===== config.mk =====
export PLATFORM = sky130hd
export DESIGN_NAME = ptp_ts_queue_ctrl
export DESIGN_NICKNAME = d
export VERILOG_FILES = /design/src/rtl/ptp_ts_queue_ctrl.sv
export SDC_FILE = /design/constraint.sdc
export NUM_CORES = 2
export LEC_CHECK = 0
export ABC_AREA = 1
export ABC_CLOCK_PERIOD_IN_PS = 8370
export CORE_ASPECT_RATIO = 1.25
export CORE_MARGIN = 5
export CORE_UTILIZATION = 34
export CTS_CLUSTER_SIZE = 20
export DETAILED_ROUTE_END_ITERATION = 10
export HOLD_SLACK_MARGIN = 0.02
export PLACE_DENSITY_LB_ADDON = 0.2
export SKIP_CTS_REPAIR_TIMING = 1
export SLEW_MARGIN = 20
export SYNTH_ARGS = -nofsm -noshare
export SYNTH_HDL_FRONTEND = slang
export SYNTH_SLANG_ARGS = --single-unit

===== constraint.sdc =====
create_clock -name clk -period 8.37 [get_ports clk]
set_input_delay 1.2555 -clock clk [delete_from_list [all_inputs] [get_ports clk]]
set_output_delay 1.2555 -clock clk [all_outputs]
set_load 0.1 [all_outputs]

===== src/rtl/ptp_ts_queue_ctrl.sv =====
// PTP timestamp queue controller.
// Captures the RTC at each start of packet and, when the parser flags a PTP
// event message for that packet, pushes {timestamp, parser info} into a
// first-word-fall-through queue. The host pops entries with q_rd_en.
// Handshake: a push is offered once per packet; an entry is accepted whenever
// the queue is not full or a pop happens in the same cycle. A pop happens only
// when q_rd_en=1 and q_empty=0, and q_data always shows the head entry while
// q_empty=0.
module ptp_ts_queue_ctrl #(
  parameter int DEPTH_LOG2 = 4,
  parameter int OVF_W      = 8
) (
  input  logic                  clk,
  input  logic                  rst,
  input  logic                  int_valid,
  input  logic                  int_sop,
  input  logic                  int_eop,
  input  logic [63:0]           rtc_time,
  input  logic                  ptp_found,
  input  logic [31:0]           ptp_infor,
  input  logic                  q_rd_en,
  input  logic                  q_flush,
  output logic [95:0]           q_data,
  output logic [DEPTH_LOG2:0]   q_cnt,
  output logic                  q_empty,
  output logic                  q_full,
  output logic [OVF_W-1:0]      q_ovf_cnt,
  output logic [1:0]            fsm_state
);

  localparam int DEPTH = 1 << DEPTH_LOG2;
  localparam logic [DEPTH_LOG2:0]   FULL_CNT = (DEPTH_LOG2+1)'(DEPTH);
  localparam logic [DEPTH_LOG2:0]   CNT_ONE  = (DEPTH_LOG2+1)'(1);
  localparam logic [DEPTH_LOG2-1:0] PTR_ONE  = DEPTH_LOG2'(1);

  typedef enum logic [1:0] {
    ST_IDLE  = 2'd0,
    ST_ARMED = 2'd1,
    ST_DONE  = 2'd2
  } state_t;

  state_t state, state_next;

  logic        sop;
  logic        push_req;
  logic [63:0] ts_hold;
  logic        push_pend;
  logic [95:0] push_data;

  logic [95:0]           mem [DEPTH];
  logic [DEPTH_LOG2-1:0] wr_ptr, rd_ptr, rd_next;
  logic [DEPTH_LOG2:0]   cnt_next;
  logic                  pop, wr_en, ovf_hit;

  // End of packet carries no meaning for timestamping.
  logic unused_eop;
  assign unused_eop = int_eop;

  assign sop       = int_valid && int_sop;
  assign fsm_state = state;

  // Next-state: every sop re-arms; the first ptp_found after it (never in the
  // sop cycle, where the flag is stale) requests exactly one push.
  always_comb begin
    state_next = state;
    push_req   = 1'b0;
    if (sop) begin
      state_next = ST_ARMED;
    end else if (state == ST_ARMED && ptp_found) begin
      push_req   = 1'b1;
      state_next = ST_DONE;
    end
  end

  // State register, timestamp capture and the one-cycle push staging stage.
  always_ff @(posedge clk) begin
    if (rst) begin
      state     <= ST_IDLE;
      ts_hold   <= '0;
      push_pend <= 1'b0;
      push_data <= '0;
    end else begin
      state     <= state_next;
      push_pend <= push_req;
      if (sop) ts_hold <= rtc_time;
      if (push_req) push_data <= {ts_hold, ptp_infor};
    end
  end

  assign q_empty = (q_cnt == '0);
  assign q_full  = (q_cnt == FULL_CNT);
  assign pop     = q_rd_en && !q_empty;
  assign wr_en   = push_pend && (!q_full || pop);
  assign ovf_hit = push_pend && q_full && !pop;
  assign rd_next = pop ? rd_ptr + PTR_ONE : rd_ptr;

  // Occupancy after this cycle's push/pop.
  always_comb begin
    cnt_next = q_cnt;
    case ({wr_en, pop})
      2'b10:   cnt_next = q_cnt + CNT_ONE;
      2'b01:   cnt_next = q_cnt - CNT_ONE;
      default: cnt_next = q_cnt;
    endcase
  end

  // Storage array; a flush or reset discards the staged entry.
  always_ff @(posedge clk) begin
    if (wr_en && !q_flush && !rst) mem[wr_ptr] <= push_data;
  end

  // Pointers, occupancy, overflow counter and the registered head word.
  always_ff @(posedge clk) begin
    if (rst) begin
      wr_ptr    <= '0;
      rd_ptr    <= '0;
      q_cnt     <= '0;
      q_ovf_cnt <= '0;
      q_data    <= '0;
    end else if (q_flush) begin
      wr_ptr    <= '0;
      rd_ptr    <= '0;
      q_cnt     <= '0;
      q_ovf_cnt <= '0;
    end else begin
      if (wr_en) wr_ptr <= wr_ptr + PTR_ONE;
      rd_ptr <= rd_next;
      q_cnt  <= cnt_next;
      if (ovf_hit && q_ovf_cnt != '1) q_ovf_cnt <= q_ovf_cnt + OVF_W'(1);
      // The new head is the entry being written when it lands in the head slot.
      if (cnt_next != '0) begin
        if (wr_en && wr_ptr == rd_next) q_data <= push_data;
        else                            q_data <= mem[rd_next];
      end
    end
  end

endmodule


==> metrics <==
P_int 15.1 mW; Max Fanout on Critical Path 86; DRC viols 0; Top FF cell, synth edfxtp_1; Slowest-stage cell, CP buf_4; status finished clean; post-route cell area 0.0875 mm2; R2R setup slack 3060 ps; min Tclk post-route 5640 ps; buffer depth of the longest clock path 3; H-tree depth 4; grt ovf 0; delay-heaviest family, CP simple AND/OR/NAND/NOR gates; CTS Buf Count 190; Final nets 7530; Worst path max stage delay 890 ps; FMAX 177 MHz; Psw 5.05 mW; Comb pwr share 9.0%; Iteration-0 DRC Markers 4616; fin util 39.2%; largest net degree at the start of global routing 217; register area share after synthesis 67.8%; routed via count 54100; standard-cell rows 194; switch share 25.1%; number of global-route vias before repair 52400; RSZ-0062 raised after global routing false; worst min-delay path startpoint ts_hold[23]; initial antenna violation count 5; Buf+Inv Stages, Crit Path 3; clk slew on worst S/H paths 60 ps; synth unique cells 31; area of the mapped netlist 0.0763 mm2; Placed Area 0.0812 mm2; CTS Root Cell clkbuf_16; Setup violations, final 0; Worst setup SP type input port; Detailed Routing Iterations Pass 1 6; post-synthesis cell count 7433; Power, Total 20.1 mW; Syn Nets 7548; Setup TNS 0 ps; chip height 539 um; Final Hold Vio Count 0; Avg Vias per Cell 5.14; post-detail-place hpwl 109 mm; Placer Congestion 0.743; TritonCTS Sinks 1816; crit path DAT 6380 ps; die area 0.234 mm2; EDFF count, synth 1536; Tightest Pin Transition 1150 ps; first-pass GRT wire length 344 mm; Critical Path RT 9110 ps; Post-DRT Antenna Nets 0; R2R cell count 14; sequential power share 49.2%; Post-synth ARST share 0%; flops & latches, synth 1816; # IOs 217; Layout area overhead 14.7%; Final Max Slew Viols 0; peak supply drop 183 uV; Routed WL per cell 22.4 um; Critical R2R Capture q_data[19]; most prevalent standard cell on the critical path nand2_1; Starting Density 34.1%; worst path cell trace clkdlybuf4s50_1, nand3_4, nand2_8, buf_4, buf_4, nand2_1, nand2_1, nand2_1, nand3_1, nand3_1, nand3_1, nand2_1, a21oi_1; Min-Delay Path Depth 2; Relative slew margins 23.6%; Port-buffer cells 215; Yosys warning total 0; Clock power frac 41.8%; GRT Resource Usage Total 19.6%; post-synthesis area per instance 10.3 um2; HP Class register to register; core area 0.223 mm2; critical path capture point type register; post-route setup slack 2730 ps; Max Cap Viol 0; Worst Hold Path EP ts_hold[23]; Place WS 1880 ps; clk_lat worst skew 830 ps; CTS tree done; Layout Skew 27.3 ps; leakage 34.4 nW; Worst Setup Path Type input port to register; R2R Path Start q_cnt[4]; P per Cell Area 230 mW/mm2; period utilisation layout 67.4%; Total Wirelength 235 mm; Die W 434 um; ratio of cells with drive above 1 in the final layout 5.54%
## logic make-up (layout without fill, tap and decap cells)
kind of cell	count (synthesis)	after routing	synth area share, %
DFF	1816	1816	67.8
xor gates and xnor gates	6	6	0.0689
adders and majority gates	11	11	0.190
muxes	1	1	0.0131
and+or+nand+nor	3765	3765	21.9
other	0	1	0
buffers and inverters	1403	1550	7.08
AOI/OAI and AO/OA	431	431	2.95
## per-layer routing
layer / routed length (um) / part of all wire [%] / global-route usage [%] / up-vias
li1: - / - / - / 25200
met1: 99600 / 42 / 25.4 / 26800
met2: 113000 / 48 / 33.2 / 1750
met3: 13200 / 5.6 / 2.73 / 430
met4: 9420 / 4.0 / 7.58 / 0
met5: 0 / 0 / 0 / -
## power groups by stage
stage                     combinational [mW]  sequential (mW)  clock [mW]
after detailed placement                1.83             10.1           0
final                                   1.82             9.91        8.42
after floorplan                        0.770             10.5           0
after CTS                               1.84             9.91        8.60
after global routing                    1.95             9.92        8.96
after global placement                  1.82             10.1           0
## placed cells by master, fill, tap and decap left out, types with 22 or more instances in the layout
cell type,count
buf_4,65
nor2_1,94
o21ai_0,233
inv_1,886
clkbuf_16,195
clkdlybuf4s50_1,207
clkinv_2,32
nand4_1,92
dfxtp_1,280
clkbuf_8,27
edfxtp_1,1536
clkinv_1,22
nand3_1,1787
buf_12,28
clkbuf_1,47
nand2_1,1755
o22ai_1,38
a21oi_1,145
## flip-flops by register name (all words and copies together), names as in the netlist, 4 cells and up
signal,cells
q_data,96
rd_ptr,4
wr_ptr,4
q_cnt,5
ts_hold,64
mem,1536
push_data,96
q_ovf_cnt,8
## layout make-up
| cell class | count | area [um2] |
|---|---|---|
| multi-input cells | 4214 | 19300 |
| inverters | 893 | 3370 |
| diodes | 1 | 2.50 |
| clock inverters | 86 | 785 |
| clock buffers | 271 | 5440 |
| well taps | 2940 | 3680 |
| flip-flops and latches | 1816 | 51700 |
| repair buffers | 300 | 3120 |
| fillers | 21700 | 136000 |
## worst max-delay path by stage
| stage | cells after the start | slack (ps) | start | end |
|---|---|---|---|---|
| 6_report | 13 | 2730 | q_rd_en | q_data[19] |
| 5_1_grt | 13 | 2450 | q_rd_en | q_data[14] |
| 4_1_cts | 13 | 2760 | q_rd_en | q_data[19] |
| 3_5_place_dp | 13 | 1880 | q_rd_en | q_data[19] |
| 3_3_place_gp | 13 | 1830 | q_rd_en | q_data[19] |
| 2_1_floorplan | 8 | -1060 | q_cnt[0] | mem[15][0] |
## metrics by stage
stage	cells	hold slack, ps
floorplan	7433	429
global placement	10200	437
detailed placement	10200	446
CTS	10500	455
global route	10500	479
finish	10500	453
## Yosys cell counts (all sizes together) (11+ instances only)
| cell | number | area, um2 |
|---|---|---|
| nor2 | 106 | 413 |
| inv | 891 | 3340 |
| a21oi | 145 | 726 |
| o22ai | 38 | 238 |
| dfxtp | 280 | 5610 |
| clkbuf | 352 | 1320 |
| nor3 | 11 | 55.1 |
| nand3 | 1790 | 8970 |
| o21ai | 235 | 1190 |
| o211ai | 12 | 90.1 |
| nand4 | 92 | 576 |
| nand2 | 1762 | 6620 |
| edfxtp | 1536 | 46100 |
| buf | 158 | 727 |
## worst min-delay path, cell delays in order (launching register included)
cell	delay, ps
dfxtp_1	290
inv_1	60
a21oi_1	50
No activity file was read; power rests on OpenSTA's default activity.
